==> src/rtl/wptr_full_ctrl.sv <==
// Write-domain pointer, full/almost-full flags, fill level and sticky overflow
// for the asynchronous FIFO; wptr leaves straight from a register for the CDC path.
module wptr_full_ctrl #(
  parameter int ADDRSIZE     = 4,
  parameter int AFULL_THRESH = 14
) (
  input  logic                wclk,
  input  logic                wrst,
  input  logic                winc,
  input  logic [ADDRSIZE:0]   wq2_rptr,
  input  logic                wclr_ovf,
  output logic [ADDRSIZE-1:0] waddr,
  output logic [ADDRSIZE:0]   wptr,
  output logic                wfull,
  output logic                walmost_full,
  output logic [ADDRSIZE:0]   wlevel,
  output logic                woverflow
);

  localparam logic [ADDRSIZE:0] AFULL_LVL = (ADDRSIZE+1)'(AFULL_THRESH);

  logic [ADDRSIZE:0] wbin;
  logic [ADDRSIZE:0] wbinnext;
  logic [ADDRSIZE:0] wgraynext;
  logic [ADDRSIZE:0] rbin_s;
  logic [ADDRSIZE:0] level_next;
  logic              wen;
  logic              full_next;
  logic              afull_next;

  assign wen       = winc & ~wfull;
  assign wbinnext  = wbin + (ADDRSIZE+1)'(wen);
  assign wgraynext = (wbinnext >> 1) ^ wbinnext;
  assign waddr     = wbin[ADDRSIZE-1:0];

  // Each binary bit is the XOR of all Gray bits at and above it.
  always_comb begin
    rbin_s = '0;
    for (int i = 0; i <= ADDRSIZE; i++) begin
      rbin_s[i] = ^(wq2_rptr >> i);
    end
  end

  assign level_next = wbinnext - rbin_s;
  assign afull_next = (level_next >= AFULL_LVL);
  assign full_next  = (wgraynext == {~wq2_rptr[ADDRSIZE:ADDRSIZE-1], wq2_rptr[ADDRSIZE-2:0]});

  always_ff @(posedge wclk or posedge wrst) begin
    if (wrst) begin
      wbin         <= '0;
      wptr         <= '0;
      wfull        <= 1'b0;
      walmost_full <= 1'b0;
      wlevel       <= '0;
      woverflow    <= 1'b0;
    end else begin
      wbin         <= wbinnext;
      wptr         <= wgraynext;
      wfull        <= full_next;
      walmost_full <= afull_next;
      wlevel       <= level_next;
      // A new overflow outranks a clear arriving in the same cycle.
      woverflow    <= (woverflow & ~wclr_ovf) | (winc & wfull);
    end
  end

endmodule

==> config.mk <==
export PLATFORM = sky130hd
export DESIGN_NAME = wptr_full_ctrl
export DESIGN_NICKNAME = d
export VERILOG_FILES = /design/src/rtl/wptr_full_ctrl.sv
export SDC_FILE = /design/constraint.sdc
export NUM_CORES = 1
export LEC_CHECK = 0
export ABC_CLOCK_PERIOD_IN_PS = 2800
export BUFFER_PORTS_ARGS = -buffer_cell sky130_fd_sc_hd__buf_2
export CORE_AREA = 3 3 48 50
export CTS_CLUSTER_SIZE = 8
export DETAILED_ROUTE_END_ITERATION = 7
export DIE_AREA = 0 0 51 53
export PLACE_DENSITY_LB_ADDON = 0.2
export RECOVER_POWER = 50
export SLEW_MARGIN = 40
export SYNTH_ARGS = -nofsm -noshare
export SYNTH_HDL_FRONTEND = slang
export SYNTH_SLANG_ARGS = --single-unit
==> constraint.sdc <==
create_clock -name wclk -period 2.8 [get_ports wclk]
set_clock_uncertainty 0.1 [all_clocks]
set_input_delay 0.7 -clock wclk [delete_from_list [all_inputs] [get_ports wclk]]
set_output_delay 0.7 -clock wclk [all_outputs]
set_load 0.1 [all_outputs]
# ---- After elaboration in Yosys (flattened, before gate mapping)
# Cells that the tools add are included.
dict set report classes {
  n_addsub 2
  order_cmp 1
  n_eq_ne 1
  bitwise 8
  reduce_logical 5
}
# operator n
set op_table {}
lappend op_table {{5-bit XOR reduction} 5}
lappend op_table {{5-bit by 1-bit adder with 5-bit output} 1}
lappend op_table {{5-bit equality test} 1}
lappend op_table {{5-bit by 4-bit >= comparator with 1-bit output, second input constant} 1}
lappend op_table {{5-bit subtractor} 1}
lappend op_table {{4-bit by 5-bit bitwise XOR with 5-bit output} 1}
lappend op_table {{1-bit bitwise AND} 3}
lappend op_table {{1-bit NOT} 2}
lappend op_table {{2-bit NOT} 1}
lappend op_table {{1-bit bitwise OR} 1}
dict set report totals {
  ff_bits 18
  inputBits 9
  word_cells 23
}

# ---- Longest topological paths before layout
dict set report logic_depth {
  word_depth 5
  mapped_depth 10
  depth_no_buf 10
}

# ---- Least setup slack after synthesis
# No wires, ideal clock.
dict set report synth_path {
  path_kind {register to register}
  startpoint {reg wfull}
  endpoint {reg walmost_full}
  arrival_time_ps 2911
  required_time_ps 2574
  slack_ps -337
  path_stages_with_launch 10
  path_buffers 0
  synth_period_minus_slack_ps 3137
  path_cell_list {dfrtp_1 -> nor2b_1 -> ha_1 -> ha_1 -> inv_1 -> fa_1 -> nor2b_1 -> nor3_1 -> o211a_1 -> a311o_1}
}
dict set report synth_via {
  elab_chain_cells 5
}
# element line
set synth_lines {}
lappend synth_lines {{from (decl)} 14} ;# output logic wfull,
lappend synth_lines {{from (signal assigned)} 59} ;# wfull <= full_next;
lappend synth_lines {{1-bit NOT} 31} ;# assign wen = winc & ~wfull;
lappend synth_lines {{1-bit bitwise AND} 31}
lappend synth_lines {{5-bit by 1-bit adder with 5-bit output} 32} ;# assign wbinnext = wbin + (ADDRSIZE+1)'(wen);
lappend synth_lines {{named net wbinnext[1]} 23} ;# logic [ADDRSIZE:0] wbinnext;
lappend synth_lines {{5-bit subtractor} 44} ;# assign level_next = wbinnext - rbin_s;
lappend synth_lines {{5-bit by 4-bit >= comparator with 1-bit output} 45} ;# assign afull_next = (level_next >= AFULL_LVL);
lappend synth_lines {{named net afull_next} 29} ;# logic afull_next;
lappend synth_lines {{to (signal assigned)} 60} ;# walmost_full <= afull_next;
lappend synth_lines {{to (decl)} 15} ;# output logic walmost_full,
# The timed path passes the listed nets, and every way through them passes these cells.

# ---- Worst setup path after layout
dict set report layout_path {
  startpoint {in wq2_rptr[4]}
  endpoint {reg walmost_full}
}
dict set report layout_via {
  elab_chain_cells 3
}
# element line
set layout_lines {}
lappend layout_lines {{from (decl)} 10} ;# input logic [ADDRSIZE:0] wq2_rptr,
lappend layout_lines {{5-bit XOR reduction} 40} ;# rbin_s[i] = ^(wq2_rptr >> i);
lappend layout_lines {{5-bit subtractor *} 44}
lappend layout_lines {{5-bit by 4-bit >= comparator with 1-bit output *} 45}
lappend layout_lines {{named net afull_next} 29}
# Mark *: on every way through the listed nets, which the timed path passes. The rest lies on a longest branch.

==> flow_summary.yaml <==
yosys:
  ys_seq_area_share_pct: 45.27
  synth_area_um2: 939.7
  synth_nets: 92
  post_synth_inst_count: 77
  synth_warnings: 0
  mean_area_per_synthesized_cell_um2: 12.20
  count_of_cell_types_in_the_netlist: 26
  ys_seq_elements: 17
clock_network:
  clk_latency_ns: 0.29
  ctsLongestPathBuffers: 2
  clock_buffer_count_from_cts: 3
  root_buffer: "clkbuf_4"
  clock_tree_from_tritoncts: "done"
  cts.sinks: 17
  clock_tree.htree_level_count: 1
  ctsHoldBuffers: 0
  clkTransAtPathRegs_ns: 0.10
setup_path:
  slowest_delay_ns: 0.39
  critical_path_class: "in -> reg"
  worst-r2r-cell-count: 9
  rr_endpoint: "walmost_full"
  timing.critical_path.from_type: "input port"
  worst_path_most_repeated_cell: "xor2_2"
  worst-r2r-setup-slack_ns: 0.35
  critical_path.endpoint: "walmost_full"
  timing.critical_path.slowest_stage_cell: "fa_2"
  critPathLaunch: "wq2_rptr[4]"
  timing.critical_path.cells: "buf_8 > xnor2_4 > xor2_2 > xor2_2 > xnor2_1 > ha_2 > fa_2 > nor2b_4 > nor3_4 > o211a_1 > a311o_1"
  timing.critical_path.buf_inv: 1
  worstPathArrival_ns: 2.85
  cp_top_family: "XOR/XNOR gates"
  endpoint_kind: "register"
  crit-reg2reg-launch: "wfull"
  required_ns: 2.89
  crit_cells: 11
  timing.critical_path.fanout_max: 2
die:
  fp.dieH_um: 53
  core-area_mm2: 0.001942
  top_level_ports: 26
  floorplan.rows: 16
  start_util_pct: 48.39
  dieArea_mm2: 0.002703
  die_w_um: 51
sta:
  final-hold-violation-count: 0
  hold-worst-slack_ns: 0.3723
  setup_viol: 0
  finalCriticalPeriod_ns: 2.765
  slew_violations: 0
  grt_setup_unrepaired: "yes"
  timing.max_slew.rel_slack_pct: 57.59
  setup-tns-final_ns: 0
  worst_slew_pin_slew_ns: 0.6355
  fin_crit_sh_pct: 98.75
  fmax_ghz: 0.3617
  setup_slack_ns: 0.03507
worst_hold_path:
  timing.hold.worst.class: "in -> async"
grt:
  antenna_found_initial: 0
  grt_start_max_net_pins: 18
  globalRouteOverflowTotal: 0
  track_usage_pct: 15.48
  vias_in_the_first_global_route: 685
  grt_pass1_wl_um: 2946
routing:
  via_count: 702
  wl_per_cell_um: 13.00
  drt_wl_total_um: 1976
  detailed_routed_wire_length_on_met2_um: 1062
  drt_first_iter_violations: 8
  post_drt_via_cell_ratio: 4.618
  routed-wl-met3_um: 70
  drtPass1Iterations: 4
  maxUsedRoutingLayer: "met4"
  met1_length_um: 799
  drtAntennaViolNets: 0
  drc: 0
status:
  outcome: "completed"
final_layout:
  mostFrequentLayoutCell: "buf_2"
  final_net_count: 141
  post_layout_nonfiller_instances: 152
  seq_area_um2: 427.9
  final_cell_mix: "buf_2 (23), buf_4 (19), dfrtp_1 (15)"
  drive_above_1_share_pct: 48.00
  multiInputGateArea_um2: 506.7
  num_antenna_cells: 0
  area_growth_pct: 40.08
  layout.filler_cells: 144
run:
  maxCapViolCount: 0
place:
  dp_hpwl_um: 1386
  finalWeightedCongestion: 0.7946
  dpl_worst_slack_ns: -0.2805
  io_buffers: 25
  post-place-cells: 142
==> registers in the layout, indices dropped and copies added (netlist names) <==
name / flops
woverflow: 1
wfull: 1
wlevel: 5
wbin: 5
walmost_full: 1
wptr: 4
==> layout make-up <==
cell class | instances | area share (%)
Timing Repair Buffer | 45 | 21.86
Sequential cell | 17 | 32.51
Clock buffer | 4 | 1.996
Multi-Input combinational cell | 50 | 38.50
Inverter | 9 | 2.567
Tap cell | 27 | 2.567
==> cells in the mapped netlist <==
library cell / count / share of area, %
xnor2_1: 9 / 8.4
nand3_2: 1 / 1.1
a21oi_1: 1 / 0.53
a311oi_1: 1 / 0.93
nor2b_1: 2 / 1.3
nor3_1: 1 / 0.53
fa_1: 1 / 2.1
a311o_1: 1 / 1.1
nand2_1: 3 / 1.2
o211a_1: 1 / 1.1
or3_1: 2 / 1.3
buf_6: 1 / 1.2
dfrtp_1: 17 / 45
ha_1: 5 / 6.7
nand3_1: 3 / 1.6
or2_1: 2 / 1.3
inv_1: 9 / 3.6
xnor3_1: 1 / 2.4
a221oi_2: 1 / 1.6
xor2_2: 2 / 3.5
xor3_2: 1 / 2.7
xor2_1: 7 / 6.5
o21ai_0: 1 / 0.53
xnor2_2: 1 / 1.7
a21boi_1: 1 / 0.80
o21ai_1: 2 / 1.1
==> timing repair <==
item / CTS / global route
endpoints found under the setup margin: 0 / 2
setup buffers: 0 / 6
gates resized for setup: 0 / 10
hold endpoints to repair: 0 / 0
==> kinds of logic (layout without fill, tap and decap cells) <==
family | after synthesis | after routing | share of synthesized area, %
xor gates and xnor gates | 21 | 21 | 25.17
AOI/OAI and AO/OA | 9 | 9 | 7.589
buffers and inverters | 10 | 58 | 4.793
adders and majority gates | 6 | 6 | 8.788
and+or+nand+nor | 14 | 14 | 8.387
DFF | 17 | 17 | 45.27
==> stage by stage <==
| step | util (%) | cell area, µm² |
|---|---|---|
| global route | 67.78 | 1316 |
| global placement | 62.63 | 1216 |
| detailed placement | 62.63 | 1216 |
| floorplan | - | 963.4 |
| CTS | 63.98 | 1242 |
| finish | 67.78 | 1316 |
==> layer usage <==
metal,GRT usage (%),vias up
met5,0,-
met4,8.072,0
met3,3.380,6
met2,26.39,18
met1,18.20,329
li1,-,349
==> worst min path at each step <==
stage	slack, ns	endpoint	cells after the start	start
6_report	0.37	wbin[4]	2	wrst
5_1_grt	0.42	woverflow	2	wrst
4_1_cts	0.40	woverflow	2	wrst
3_5_place_dp	0.41	woverflow	2	wfull
3_3_place_gp	0.38	woverflow	2	wfull
2_1_floorplan	0.53	walmost_full	1	wrst
==> worst reg2reg max path: cells and delay by family, from the launching register on <==
| family | cells | cell delay (ns) |
|---|---|---|
| simple gates | 1 | 0.15 |
| compound gates | 3 | 0.62 |
| fa+ha+maj | 3 | 0.70 |
| xor+xnor | 2 | 0.37 |
| flops | 1 | 0.42 |
Power is not shown: default switching activity piles up to over one toggle a cycle in this logic, so the estimate is an artifact.
